### config.mk
export PLATFORM = sky130hd
export DESIGN_NAME = onchip_mem_crc_reader
export DESIGN_NICKNAME = d
export VERILOG_FILES = /design/src/rtl/crc_reader_pkg.sv /design/src/rtl/crc32_word.sv /design/src/rtl/onchip_mem_crc_reader.sv
export SDC_FILE = /design/constraint.sdc
export NUM_CORES = 1
export LEC_CHECK = 0
export ABC_AREA = 1
export BUFFER_PORTS_ARGS = -buffer_cell sky130_fd_sc_hd__buf_2
export CAP_MARGIN = 5
export CORE_AREA = 2 2 189 191
export DETAILED_ROUTE_END_ITERATION = 10
export DIE_AREA = 0 0 191 193
export PLACE_DENSITY = 0.68
export SYNTH_ARGS = -nofsm -noshare
export SYNTH_HDL_FRONTEND = slang
export SYNTH_SLANG_ARGS = --single-unit
### constraint.sdc
create_clock -name clk -period 3.45 [get_ports clk]
set_input_delay 0.1725 -clock clk [delete_from_list [all_inputs] [get_ports clk]]
set_output_delay 0.1725 -clock clk [all_outputs]
set_load 0.01 [all_outputs]
### src/rtl/crc_reader_pkg.sv
// Shared register map, control bit positions, CRC-32 constants and FSM encoding
// for the on-chip memory CRC reader.
package crc_reader_pkg;

  localparam logic [1:0] REG_CTRL = 2'd0;
  localparam logic [1:0] REG_BASE = 2'd1;
  localparam logic [1:0] REG_LEN  = 2'd2;
  localparam logic [1:0] REG_CRC  = 2'd3;

  localparam int CTRL_START  = 0;  // write side
  localparam int CTRL_CLEAR  = 1;  // write side
  localparam int STAT_BUSY   = 0;  // read side
  localparam int STAT_DONE   = 1;  // read side
  localparam int STAT_ERROR  = 2;  // read side
  localparam int CTRL_IRQ_EN = 3;  // both sides

  localparam logic [31:0] CRC_POLY   = 32'h04C11DB7;
  localparam logic [31:0] CRC_INIT   = 32'hFFFFFFFF;
  localparam logic [31:0] CRC_XOROUT = 32'hFFFFFFFF;

  typedef enum logic [1:0] {
    ST_IDLE  = 2'd0,
    ST_ISSUE = 2'd1,
    ST_DRAIN = 2'd2,
    ST_DONE  = 2'd3
  } state_e;

  // Bit-reverse a word; the reflected CRC shifts LSB-first.
  function automatic logic [31:0] reflect32(input logic [31:0] v);
    logic [31:0] r;
    for (int i = 0; i < 32; i++) r[i] = v[31-i];
    return r;
  endfunction

endpackage

### src/rtl/crc32_word.sv
// One-cycle reflected CRC-32 update over a 32-bit word whose bytes are taken
// little-endian (bits 7:0 first).
module crc32_word
  import crc_reader_pkg::*;
(
  input  logic [31:0] crc_in,
  input  logic [31:0] data,
  output logic [31:0] crc_out
);

  localparam logic [31:0] POLY_REFL = reflect32(CRC_POLY);

  always_comb begin
    // NOTE: blocking assignments here: each loop iteration must see the value the previous one produced.
    crc_out = crc_in ^ data;
    for (int i = 0; i < 32; i++) begin
      crc_out = crc_out[0] ? ((crc_out >> 1) ^ POLY_REFL) : (crc_out >> 1);
    end
  end

endmodule

### src/rtl/onchip_mem_crc_reader.sv
// Control-slave programmable engine that streams BASE..BASE+LENGTH-1 out of an
// on-chip memory with one address per cycle and reports the CRC-32 of the words.
module onchip_mem_crc_reader
  import crc_reader_pkg::*;
#(
  parameter int ADDR_W    = 18,
  parameter int MEM_DEPTH = 256000
) (
  input  logic              clk,
  input  logic              reset_n,
  input  logic [1:0]        ctl_address,
  input  logic              ctl_write,
  input  logic [31:0]       ctl_writedata,
  input  logic              ctl_read,
  output logic [31:0]       ctl_readdata,
  output logic [ADDR_W-1:0] mem_address,
  output logic              mem_chipselect,
  output logic              mem_write,
  output logic [3:0]        mem_byteenable,
  output logic              mem_clken,
  input  logic [31:0]       mem_readdata,
  output logic              irq
);

  localparam logic [ADDR_W:0] DEPTH = (ADDR_W+1)'(MEM_DEPTH);

  state_e            state_q, state_d;
  logic [ADDR_W-1:0] base_q, len_q, addr_q, remain_q;
  logic [31:0]       crc_q, acc_q, acc_next;
  logic              done_q, err_q, irq_en_q, rd_valid_q;

  logic              busy, ctrl_wr, start_ok, range_err, len_zero;
  logic [ADDR_W:0]   end_addr;
  logic              unused_wdata;

  assign busy      = (state_q == ST_ISSUE) || (state_q == ST_DRAIN);
  assign ctrl_wr   = ctl_write && (ctl_address == REG_CTRL);
  assign start_ok  = ctrl_wr && ctl_writedata[CTRL_START] && !busy;
  // Widened by one bit so a range running past the top of memory cannot wrap.
  assign end_addr  = {1'b0, base_q} + {1'b0, len_q};
  assign range_err = end_addr > DEPTH;
  assign len_zero  = (len_q == '0);
  assign unused_wdata = ^ctl_writedata[31:ADDR_W];

  assign mem_address    = addr_q;
  assign mem_chipselect = (state_q == ST_ISSUE);
  assign mem_clken      = busy;
  assign mem_write      = 1'b0;
  assign mem_byteenable = 4'hF;
  assign irq            = done_q & irq_en_q;

  crc32_word u_crc (
    .crc_in  (acc_q),
    .data    (mem_readdata),
    .crc_out (acc_next)
  );

  always_ff @(posedge clk) begin
    // NOTE: reset is sampled on the clock edge only; reset_n is deliberately absent from the sensitivity list.
    if (!reset_n) state_q <= ST_IDLE;
    else          state_q <= state_d;
  end

  always_comb begin
    // NOTE: state_d gets its default first so no path through the case infers a latch.
    state_d = state_q;
    case (state_q)
      ST_IDLE, ST_DONE: begin
        if (start_ok && !range_err && !len_zero) state_d = ST_ISSUE;
        else                                     state_d = ST_IDLE;
      end
      ST_ISSUE: if (remain_q == '0) state_d = ST_DRAIN;
      ST_DRAIN: state_d = ST_DONE;
      default:  state_d = ST_IDLE;
    endcase
  end

  always_ff @(posedge clk) begin
    if (!reset_n) begin
      base_q       <= '0;
      len_q        <= '0;
      addr_q       <= '0;
      remain_q     <= '0;
      crc_q        <= '0;
      acc_q        <= '0;
      done_q       <= 1'b0;
      err_q        <= 1'b0;
      irq_en_q     <= 1'b0;
      rd_valid_q   <= 1'b0;
      ctl_readdata <= '0;
    end else begin
      if (ctl_write && !busy) begin
        if (ctl_address == REG_BASE) base_q <= ctl_writedata[ADDR_W-1:0];
        if (ctl_address == REG_LEN)  len_q  <= ctl_writedata[ADDR_W-1:0];
      end
      if (ctrl_wr) begin
        irq_en_q <= ctl_writedata[CTRL_IRQ_EN];
        if (ctl_writedata[CTRL_CLEAR]) begin
          done_q <= 1'b0;
          err_q  <= 1'b0;
        end
      end
      // Evaluated after the clear so a combined start+clear write lets start decide done.
      if (start_ok) begin
        done_q <= 1'b0;
        err_q  <= 1'b0;
        if (range_err) begin
          err_q  <= 1'b1;
          done_q <= 1'b1;
        end else if (len_zero) begin
          done_q <= 1'b1;
          crc_q  <= '0;
        end else begin
          addr_q   <= base_q;
          remain_q <= len_q - 1'b1;
          acc_q    <= CRC_INIT;
        end
      end
      if (state_q == ST_ISSUE && remain_q != '0) begin
        addr_q   <= addr_q + 1'b1;
        remain_q <= remain_q - 1'b1;
      end
      // Read data lags its address by one cycle.
      rd_valid_q <= (state_q == ST_ISSUE);
      if (rd_valid_q) acc_q <= acc_next;
      if (state_q == ST_DRAIN) begin
        crc_q  <= acc_next ^ CRC_XOROUT;
        done_q <= 1'b1;
      end
      if (ctl_read) begin
        case (ctl_address)
          REG_CTRL: ctl_readdata <= {28'd0, irq_en_q, err_q, done_q, busy};
          REG_BASE: ctl_readdata <= 32'(base_q);
          REG_LEN:  ctl_readdata <= 32'(len_q);
          default:  ctl_readdata <= crc_q;
        endcase
      end
    end
  end

endmodule

; Yosys cells after proc, flatten, opt, wreduce, memory -nomap -nowiden
; Index checks and enable logic that the tools add are counted.
[word_totals]
regBits = 174
latch_bits = 0
mem_bits_rw = 0
rom_bits = 0
input_bits = 70
out_inout_bits = 58
elab_cells = 155
memories = 0
[op_classes]
addsub = 4
multipliers = 0
div = 0
order_cmp = 1
eq_ne = 11
n_shift = 0
mux = 60
n_bitwise = 35
n_reduce_logical = 32
[ops]
columns = op, n
row1 = $mux 32, 40
row2 = $not 13->14, 32
row3 = $mux 18, 8
row4 = $pmux 32 s3, 1
row5 = $logic_not 18->1, 2
row6 = $sub 18x1->18 const B, 2
row7 = $not 32->32, 1
row8 = $xor 32x32->32, 1
row9 = $add 18x18->19, 1
row10 = $gt 19x18->1 const B, 1
row11 = $add 18x1->18 const B, 1
row12 = $reduce_bool 18->1, 1
row13 = $reduce_bool 2->1, 6
row14 = $mux 1, 9
row15 = $reduce_and 3->1, 3
row16 = $ne 2x1->1 const B, 4
row17 = $reduce_and 2->1, 4
row18 = $logic_and 1x1->1, 7
row19 = $eq 2x2->1 const B, 3
row20 = $pmux 2 s3, 1
row21 = $reduce_bool 3->1, 2
row22 = $eq 2x1->1 const B, 2
row23 = $logic_not 2->1, 2
row24 = $ne 2x2->1 const B, 2
row25 = 5 further kinds, 7

; Depth between registers and ports, before layout
[depth]
depth_word = 67
mapped_depth = 27
ltp_nobuf = 27

; Modules after synthesis
; A second synthesis with hierarchy kept.
[hier_totals]
hier_cells = 2366
area_unflattened_um2 = 14744.1
[modules_own_cells]
columns = mod, instances, cells_each, area_each_um2, seq_area_each_um2
row1 = onchip_mem_crc_reader, 1, 1425, 9526.6, 3483.3
row2 = crc32_word, 1, 941, 5217.5, 0.0

; Worst setup path before layout
; Ideal clock, no wire load.
[synth_timing]
path_type = register to register
startpoint = reg len_q[0]
endpoint = reg acc_q[26]
setup_time_ns = 0.070
t_arrival_ns = 2.891
required_time_ns = 3.380
setup_slack_ns = 0.489
stages_incl_launch_ff = 16
n_path_buf = 1
synth_period_minus_slack_ns = 2.961
cell_sequence = dfxtp_1 > ha_1 > inv_1 > fa_1 > o21ai_1 > a21oi_1 > xnor2_1 > or4_1 > nor2_1 > nand3_1 > nand2_1 > nand2_2 > nand2_1 > buf_2 > o21ai_0 > a21oi_1
[synth_between]
elab_chain_len = 4
elab_cells_between_ends = 6
cone_classes = add/sub: 1 / order compare: 1 / eq/ne: 2 / reduce/logical: 2
[synth_lines]
columns = element, line_no
row1 = from (decl), onchip_mem_crc_reader.sv:28  ; logic [ADDR_W-1:0] base_q, len_q, addr_q, remain_q;
row2 = from (signal assigned), onchip_mem_crc_reader.sv:94  ; if (ctl_address == REG_LEN) len_q <= ctl_writedata[ADDR_W-1:0];
row3 = $add 18x18->19, onchip_mem_crc_reader.sv:40  ; assign end_addr = {1'b0, base_q} + {1'b0, len_q};
row4 = $gt 19x18->1, onchip_mem_crc_reader.sv:41  ; assign range_err = end_addr > DEPTH;
row5 = $ne 2x2->1 (no line), n/a
row6 = $reduce_and 3->1 (no line) (*), n/a
row7 = to (signal assigned), onchip_mem_crc_reader.sv:125  ; if (rd_valid_q) acc_q <= acc_next;
row8 = to (decl), onchip_mem_crc_reader.sv:29  ; logic [31:0] crc_q, acc_q, acc_next;
; Mark *: on every way between the ends. The rest lies on a longest branch, timed or not.
; A chain may end at the register's enable or synchronous reset.

; Worst setup path in the final report
[layout_timing]
startpoint = reg acc_q[1]
endpoint = reg crc_q[13]
[layout_between]
elab_chain_len = 45
elab_cells_between_ends = 58
cone_classes = mux: 33 / bitwise: 25
[layout_lines]
columns = element, line_no
row1 = $xor 32x32->32 (*), crc32_word.sv:15  ; crc_out = crc_in ^ data;
row2 = $mux 32 (*) (14 in a row), crc32_word.sv:17  ; crc_out = crc_out[0] ? ((crc_out >> 1) ^ POLY_REFL) : (crc_out >> 1);
row3 = $not 13->14 (no line) / $mux 32 (equally long branches), n/a
row4 = $mux 32 (*), crc32_word.sv:17
row5 = $not 13->14 (no line) / $mux 32 (equally long branches), n/a
row6 = $mux 32 (*) (2 in a row), crc32_word.sv:17
row7 = $not 13->14 (no line) / $mux 32 (equally long branches), n/a
row8 = $mux 32 (*), crc32_word.sv:17
row9 = [... 10 more ...], n/a
row10 = $not 13->14 (no line) / $mux 32 (equally long branches), n/a
row11 = $mux 32 (*), crc32_word.sv:17
row12 = $not 13->14 (no line) / $mux 32 (equally long branches), n/a
row13 = $mux 32 (*) (4 in a row), crc32_word.sv:17
row14 = $not 13->14 (no line) / $mux 32 (equally long branches), n/a
row15 = $mux 32 (*) (3 in a row), crc32_word.sv:17
row16 = $not 32->32 (no line) (*), n/a
row17 = $mux 32 (*), onchip_mem_crc_reader.sv:126  ; if (state_q == ST_DRAIN) begin
row18 = to (signal assigned), onchip_mem_crc_reader.sv:127  ; crc_q <= acc_next ^ CRC_XOROUT;
row19 = to (decl), onchip_mem_crc_reader.sv:29
; Marked as above.

==> qor.yml <==
dr_wl_met3_mm: 2.83
cts_buffers: 17
top_layer_used: "met4"
rr_startpoint: "acc_q[1]"
synth-edff-count: 0
antenna_found_initial: 0
synth_largest_area_cell: "dfxtp_1"
grt_pass1_vias: 14100
worstPathRequired_ns: 3.81
hold_viol: 0
drc: 0
clk_latency_ns: 0.45
portBuffers: 108
gp_congestion: 0.959
route.met2.wl_mm: 22.7
cp_max_fo: 9
final_core_util_pct: 45.7
drt_pass1_iterations: 5
peakVddDrop_mv: 0.423
startpoint_type: "register"
fp.dieArea_um2: 36900
cts_tree: "done"
holdWs_ns: 0.0271
hold_end: "len_q[10]"
synth_area_um2: 13800
worstSetupEndpointType: "register"
die_h_um: 193
fp.dieW_um: 191
holdPathStages: 3
critPathArrivalTime_ns: 3.62
ys_seq_elements: 174
wl_mm: 47.1
tightest_slew_ns: 1.11
rrSetupSlack_ns: 0.19
row_count: 69
max_slew_margin_pct: 26.0
drv_slew: 0
grt_max_degree: 115
synth_area_per_cell_um2: 6.28
start_util_pct: 39.6
grt_pass1_wl_mm: 73.7
clkSlewWorstSetupHoldPaths_ns: 0.08
fin_crit_ns: 3.26
drt-met1-wl_mm: 19.2
tns_ns: 0
synth_ff_type: "dfxtp_1"
critical_path_class: "reg2reg"
dp_hpwl_mm: 36.9
status: "finished, final reports clean"
p_leak_uw: 0.00785
ys_types: 53
clockBufferDepth: 2
synth.most_common_cell: "nand2_1"
dp_slack_ns: 0.0381
synth_async_sr_flop_share_pct: 0
drtIter0Drc: 1146
reg2regPathDepth: 22
vias_per_cell: 5.37
wl_per_cell_um: 16.8
clock-sinks: 174
synth_area_leaders: "dfxtp_1, nand2_1, nand3_1"
min_path_type: "in2reg"
htreeDepth: 4
ant_nets: 0
coreArea_um2: 35000
syn_to_final_growth_pct: 15.6
layout-drive-gt1-share_pct: 17.2
power_density_nw_per_um2: 807
nNetsFinal: 2424
finalSetupViolCount: 0
fillers: 3687
setup_ws_ns: 0.187
gr-total-overflow: 0
ys.warnings.count: 0
hold_start: "ctl_writedata[10]"
io_pins: 128
cts_root_buffer: "clkbuf_16"
ys_seq_area_share_pct: 25.2
fin_crit_sh_pct: 94.6
reg2reg_to: "crc_q[13]"
synth_top_area_share_pct: 25.2
grtUsageTotal_pct: 25.5
maxCapViolations: 0
yosys-top-cells-count: "nand2_1, nand3_1, inv_1, dfxtp_1, o21ai_0"
fmax_mhz: 307
fin_skew_ns: 0.0196
num_vias: 15100
power_uw: 12900
synth_cells: 2203
-- critical path, cell delays in order (launching register included) --
cell     delay [ns]
dfxtp_1        0.37
nand2_1        0.11
nand2_4        0.18
nand2_1        0.09
nand2_2        0.15
nand3_2        0.12
nand2_2        0.19
nand2_1        0.09
nand2_2        0.17
nand2_1        0.09
nand2_1        0.13
nand2_1        0.10
nand2_4        0.13
buf_4          0.16
nand3_1        0.14
nand2_1        0.16
nand2_1        0.08
nand2_1        0.07
nand2_1        0.04
nand2_1        0.13
xor2_2         0.24
nand2_1        0.08
a21oi_1        0.12
-- kinds of logic (layout without fill, tap and decap cells) --
kind of cell               Yosys count  count (layout)  synth area share (%)
and+or+nand+nor                   1241            1241                  41.2
AOI/OAI and AO/OA                  323             323                  12.7
buffers and inverters              281             419                  8.18
DFF                                174             174                  25.2
xor gates and xnor gates           159             159                  10.5
adders and majority gates           23              23                  2.13
other                                2               6                0.0543
-- power breakdown --
group / switching, uW / internal [uW] / leakage, uW / total, uW
Combinational: 5570 / 3050 / 0.00614 / 8620
Clock: 959 / 1040 / 0.000289 / 2000
Sequential: 123 / 2170 / 0.00142 / 2300
Total: 6650 / 6260 / 0.00785 / 12900
-- metal layers --
| layer | vias up | GRT usage (%) |
|---|---|---|
| met5 | - | 0 |
| met4 | 0 | 13.5 |
| met3 | 99 | 3.51 |
| met2 | 558 | 44.6 |
| met1 | 7021 | 30.2 |
| li1 | 7385 | - |
-- state kept, by name (all words and copies together), names as in the netlist --
name	flops
acc_q	32
base_q	18
crc_q	32
ctl_readdata	32
done_q	1
err_q	1
irq_en_q	1
len_q	18
mem_address	18
rd_valid_q	1
remain_q	18
state_q	2
-- layout make-up --
class	count	area (um^2)	area share [%]
multi-input cells	1751	9400	58.8
flip-flops and latches	174	3490	21.8
repair buffers	180	1140	7.14
inverters	207	786	4.91
well taps	461	577	3.61
clock buffers	17	425	2.66
clock inverters	15	164	1.03
diodes	1	2.50	0.0157
-- layout by cell type (no fill, tap or decap), types with 3 or more instances in the layout --
master and instances:
nor3_1 10, or2_2 11, clkbuf_16 17, nand3_2 16, inv_8 5, o21ai_0 131
xnor2_2 5, buf_4 63, nor2_1 74, or2_1 3, ha_1 21, nand2_4 39
o211ai_1 19, nand2_1 733, xor2_2 8, a21oi_1 130, dfxtp_2 4, nand2_2 74
a31oi_1 7, nand3_4 3, nand4_1 16, dlygate4sd3_1 3, nor4_1 6, xor2_1 103
nand3b_1 17, dfxtp_1 170, inv_1 186, buf_2 108, nand3_1 227, inv_2 17
xnor2_1 42, buf_12 3, o21ai_1 5, a41oi_1 14, conb_1 5, inv_6 6
o22ai_1 3
-- worst max path at each step --
| stage | from | to | slack (ns) |
|---|---|---|---|
| 4_1_cts | base_q[0] | acc_q[26] | 0.009 |
| 6_report | acc_q[1] | crc_q[13] | 0.19 |
| 2_1_floorplan | len_q[0] | acc_q[26] | 0.49 |
| 3_3_place_gp | len_q[2] | acc_q[17] | 0.13 |
| 5_1_grt | acc_q[1] | crc_q[23] | -0.007 |
| 3_5_place_dp | base_q[0] | acc_q[26] | 0.04 |
-- repair_timing --
action	4_1_cts	5_1_grt
hold endpoints to repair	3	0
hold buffers	3	0
resized for setup	0	44
endpoints found under the setup margin	0	86
buffers inserted	0	3
-- per-stage QoR --
stage,instance area [um^2],std cells
2_1_floorplan,13800,2206
5_1_grt,16000,2805
3_3_place_gp,15100,2767
3_5_place_dp,15100,2767
4_1_cts,15800,2802
6_report,16000,2806
Power figures use the tool's default switching activity.
